[src/rtl/rca64_accumulator.sv]
// rca64_accumulator: sums a stream of 64-bit operands through one ripple-carry
// adder. The running total, the count of adds that carried out, and a sticky
// overflow flag are kept in registers. The total is returned on a valid/ready
// output port.
module rca64_accumulator #(
    parameter int WIDTH = 64,   // tied to the RCA64 datapath width
    parameter int CNT_W = 8
) (
    input  logic             clk,
    input  logic             rst,
    input  logic             start,
    input  logic [CNT_W-1:0] num_ops,
    input  logic             carry_in,
    input  logic             in_valid,
    input  logic [WIDTH-1:0] in_data,
    output logic             in_ready,
    output logic             out_valid,
    input  logic             out_ready,
    output logic [WIDTH-1:0] result,
    output logic [CNT_W-1:0] carry_cnt,
    output logic             overflow,
    output logic             busy
);

    typedef enum logic [1:0] {
        IDLE  = 2'd0,
        ACCUM = 2'd1,
        DONE  = 2'd2
    } state_e;

    state_e             state_q, state_d;
    logic [WIDTH-1:0]   result_q, result_d;
    logic [CNT_W-1:0]   carry_cnt_q, carry_cnt_d;
    logic               overflow_q, overflow_d;
    logic [CNT_W-1:0]   remaining_q, remaining_d;
    logic               first_q, first_d;
    logic               cin_q, cin_d;

    // RCA64 datapath: a = running total, b = incoming operand. The latched
    // carry is injected only into the first add of a run.
    logic [WIDTH-1:0]   rca_a, rca_b, rca_sum;
    logic               rca_cin, rca_c, rca_cout;

    assign rca_a   = result_q;
    assign rca_b   = in_data;
    assign rca_cin = first_q & cin_q;

    // Ripple-carry chain: each bit is a full adder that feeds its carry to the next bit.
    always_comb begin
        rca_sum = '0;
        rca_c   = rca_cin;
        for (int i = 0; i < WIDTH; i++) begin
            rca_sum[i] = rca_a[i] ^ rca_b[i] ^ rca_c;
            rca_c      = (rca_a[i] & rca_b[i]) | (rca_c & (rca_a[i] ^ rca_b[i]));
        end
        rca_cout = rca_c;
    end

    // Compute the next state and the next value of every register. Every
    // register holds its value unless a case below updates it.
    always_comb begin
        state_d     = state_q;
        result_d    = result_q;
        carry_cnt_d = carry_cnt_q;
        overflow_d  = overflow_q;
        remaining_d = remaining_q;
        first_d     = first_q;
        cin_d       = cin_q;
        case (state_q)
            IDLE: begin
                if (start) begin
                    cin_d       = carry_in;
                    carry_cnt_d = '0;
                    overflow_d  = 1'b0;
                    if (num_ops != '0) begin
                        result_d    = '0;
                        remaining_d = num_ops;
                        first_d     = 1'b1;
                        state_d     = ACCUM;
                    end else begin
                        // An empty sum still reports the initial carry.
                        result_d = {{(WIDTH-1){1'b0}}, carry_in};
                        state_d  = DONE;
                    end
                end
            end
            ACCUM: begin
                if (in_valid) begin
                    result_d    = rca_sum;
                    first_d     = 1'b0;
                    remaining_d = remaining_q - 1'b1;
                    if (rca_cout) begin
                        overflow_d = 1'b1;
                        if (carry_cnt_q != '1)
                            carry_cnt_d = carry_cnt_q + 1'b1;
                    end
                    if (remaining_q == CNT_W'(1))
                        state_d = DONE;
                end
            end
            DONE: begin
                if (out_ready)
                    state_d = IDLE;
            end
            default: state_d = IDLE;
        endcase
    end

    // State and datapath registers. The synchronous reset takes priority over all other inputs.
    always_ff @(posedge clk) begin
        if (rst) begin
            state_q     <= IDLE;
            result_q    <= '0;
            carry_cnt_q <= '0;
            overflow_q  <= 1'b0;
            remaining_q <= '0;
            first_q     <= 1'b0;
            cin_q       <= 1'b0;
        end else begin
            state_q     <= state_d;
            result_q    <= result_d;
            carry_cnt_q <= carry_cnt_d;
            overflow_q  <= overflow_d;
            remaining_q <= remaining_d;
            first_q     <= first_d;
            cin_q       <= cin_d;
        end
    end

    // The handshake outputs depend only on the state, so in_valid has no combinational path to in_ready.
    assign in_ready  = (state_q == ACCUM);
    assign out_valid = (state_q == DONE);
    assign busy      = (state_q == ACCUM) || (state_q == DONE);
    assign result    = result_q;
    assign carry_cnt = carry_cnt_q;
    assign overflow  = overflow_q;

endmodule
[config.mk]
export PLATFORM = sky130hd
export DESIGN_NAME = rca64_accumulator
export DESIGN_NICKNAME = d
export VERILOG_FILES = /design/src/rtl/rca64_accumulator.sv
export SDC_FILE = /design/constraint.sdc
export NUM_CORES = 1
export LEC_CHECK = 0
export ABC_AREA = 1
export CORE_MARGIN = 1
export CORE_UTILIZATION = 30
export CTS_CLUSTER_SIZE = 20
export DETAILED_ROUTE_END_ITERATION = 8
export DONT_BUFFER_PORTS = 1
export PLACE_DENSITY = 0.52
export SYNTH_ARGS = -nofsm -noshare
export SYNTH_HDL_FRONTEND = slang
export SYNTH_SLANG_ARGS = --single-unit
[constraint.sdc]
create_clock -name clk -period 31.6 [get_ports clk]
set_input_delay 3.16 -clock clk [delete_from_list [all_inputs] [get_ports clk]]
set_output_delay 3.16 -clock clk [all_outputs]
set_load 0.05 [all_outputs]
==> impl_metrics.tcl <==
set metrics [dict create \
    period_needed_ns 28.28 \
    ir_drop_uv 70.85 \
    final_util_pct 33.59 \
    antenna_found_initial 0 \
    synth_most_common_cell "inv_1" \
    drt-pass1-iter-count 4 \
    fp.dieW_um 136.3 \
    viasPerCell 4.416 \
    worstReg2RegStart "result[0]" \
    num_vias 4063 \
    synth.net_count 849 \
    port-buffer-count 0 \
    maxSlewHeadroom_pct 53.26 \
    cp-end-kind "register" \
    ios 154 \
    hold_buffers 0 \
    synth_area_leaders "dfxtp_1, fa_1, inv_1" \
    antenna_cells 0 \
    num-nets-final 839 \
    cp.arrival_ns 28.56 \
    r2r_cells 74 \
    p_total_uw 529.7 \
    start_kind "input pin" \
    ant_nets 0 \
    worstReg2RegEnd "carry_cnt[3]" \
    slew_viol_final 0 \
    yosys.cell_types.count 23 \
    finClkSkew_ns 0.009769 \
    hpwl_um 9268 \
    max_cap_violations 0 \
    placementRows 48 \
    hold_start "cin_q" \
    cts_tree "yes" \
    syn-cell-area_mm2 0.005414 \
    fp.dieH_um 136.3 \
    hold_path.class "register to register" \
    grt_usage_pct 14.79 \
    power.leakage_nw 2.320 \
    ys_ff_latch 85 \
    finalHoldViolCount 0 \
    fin_crit_sh_pct 89.50 \
    ff_latch_area_mm2 0.001702 \
    fmax_ghz 0.03536 \
    drtIter0Drc 137 \
    syn_inst 701 \
    power_density_mw_per_mm2 90.22 \
    critPathKind "input pin to register" \
    crit_required_ns 31.87 \
    syn_avg_cell_area_um2 7.723 \
    max_stage_delay_ns 0.44 \
    cts_setup_buffers 0 \
    grt-ovfl-total 0 \
    synthFlopType "dfxtp_1" \
    cts_buffers 9 \
    synthArstFlopShare_pct 0 \
    nFillCells 1864 \
    multi_input_comb_area_mm2 0.002776 \
    status "finished clean" \
    clk_latency_ns 0.34 \
    drive_gt1_share_pct 4.317 \
    cts.repair.resized 0 \
    worst_pin_slew_ns 0.7012 \
    min_path_cells 2 \
    hold_path_end "cin_q" \
    yosysWarnings 0 \
    crit_top_cell "fa_1" \
    synth_edf_count 0 \
    gp_congestion 0.7921 \
    ff2ff_setup_slack_ns 5.33 \
    rsz0062_at_grt "false" \
    start_util_pct 30.98 \
    grt_max_degree 75 \
    clk_pin_slew_ns 0.06 \
    area_growth_pct 8.435 \
    finalSetupViolCount 0 \
    ys_seq_area_share_pct 31.43 \
    wl_per_cell_um 13.76 \
    drt-total-wl_um 12660 \
    setup_tns_ns 0 \
    synth_top_area_cell "dfxtp_1" \
    grt_pass1_wl_um 20960 \
    worst-path-max-fanout 9 \
    grt_pass1_vias 4032 \
    synth_top_cells_by_count "inv_1, nor2_1, dfxtp_1" \
    cts_sinks 85 \
    root_buffer "clkbuf_16" \
    die_area_mm2 0.01859 \
    h-tree-depth 3 \
    drc 0 \
    synth_top_area_share_pct 31.43 \
    coreArea_mm2 0.01748 \
    clk_path_buf_depth 2 \
    cp_slowest_cell "fa_1" \
]
[cells in the final DEF (no fill, tap or decap), drive strengths merged]
cell type,n
bufinv,1
nand4,2
o21ai,10
o22ai,61
inv,215
dfxtp,85
xor2,1
a21oi,19
nand2,83
ha,6
nor2,104
nand3,24
clkinvlp,1
clkinv,3
or2,1
buf,3
nor3,2
clkbuf,10
fa,64
[routing by layer]
layer  vias to the layer above  track usage (%)  share of wire, %
li1                       2052                -                 -
met1                      1884            18.06                44
met2                       120            23.69                46
met3                         7            6.152               9.0
met4                         0            4.259              0.98
met5                         -                0                 0
[report_power, final]
| part | leakage (nW) | internal, mW | switching (mW) | total (mW) |
|---|---|---|---|---|
| clock | 0.138 | 0.0605 | 0.0443 | 0.105 |
| sequential | 0.691 | 0.131 | 0.0769 | 0.207 |
| combinational | 1.49 | 0.0712 | 0.146 | 0.217 |
[stage by stage]
stage	setup slack, ns	hold WS, ns	instance area, µm²	std cells
3_5_place_dp	2.896	0.4619	5589	905
6_report	3.318	0.4713	5871	920
4_1_cts	3.223	0.4732	5871	920
2_1_floorplan	3.980	0.4499	5414	701
3_3_place_gp	3.181	0.4581	5589	905
5_1_grt	2.328	0.4986	5871	920
[final cells by class]
cell class	instances	area share [%]
Timing Repair Buffer	3	0.3836
Tap cell	225	4.795
Inverter	215	13.75
Multi-Input combinational cell	377	47.29
Sequential cell	85	28.99
Clock buffer	10	3.900
Clock inverter	5	0.8951
[kinds of logic after synthesis]
| kind of cell | synth area share [%] |
|---|---|
| buffers and inverters | 17.47 |
| and+or+nand+nor | 16.09 |
| AOI/OAI and AO/OA | 9.799 |
| DFF | 31.43 |
| adders and majority gates | 25.05 |
| xor gates and xnor gates | 0.1618 |
[flip-flops by register name, summed over array words and instances (netlist names)]
name,cells
state_q,2
first_q,1
overflow,1
remaining_q,8
result,64
cin_q,1
carry_cnt,8
[worst max-delay path by stage]
stage                     from            to  slack, ns  depth (start not counted)
floorplan           in_data[0]  carry_cnt[1]       3.98                         73
global placement    in_data[0]  carry_cnt[1]       3.18                         73
detailed placement  in_data[0]  carry_cnt[1]       2.90                         73
CTS                 in_data[0]  carry_cnt[1]       3.22                         73
global route        in_data[0]  carry_cnt[3]       2.33                         74
finish              in_data[0]  carry_cnt[3]       3.32                         74
[critical path, delay by kind of cell]
| kind | cells | cell delay, ns |
|---|---|---|
| and+or+nand+nor | 5 | 0.57 |
| buffers and inverters | 4 | 0.28 |
| adders and majority gates | 64 | 24.44 |
| AOI/OAI and AO/OA | 1 | 0.11 |
Power figures use the tool's default switching activity.
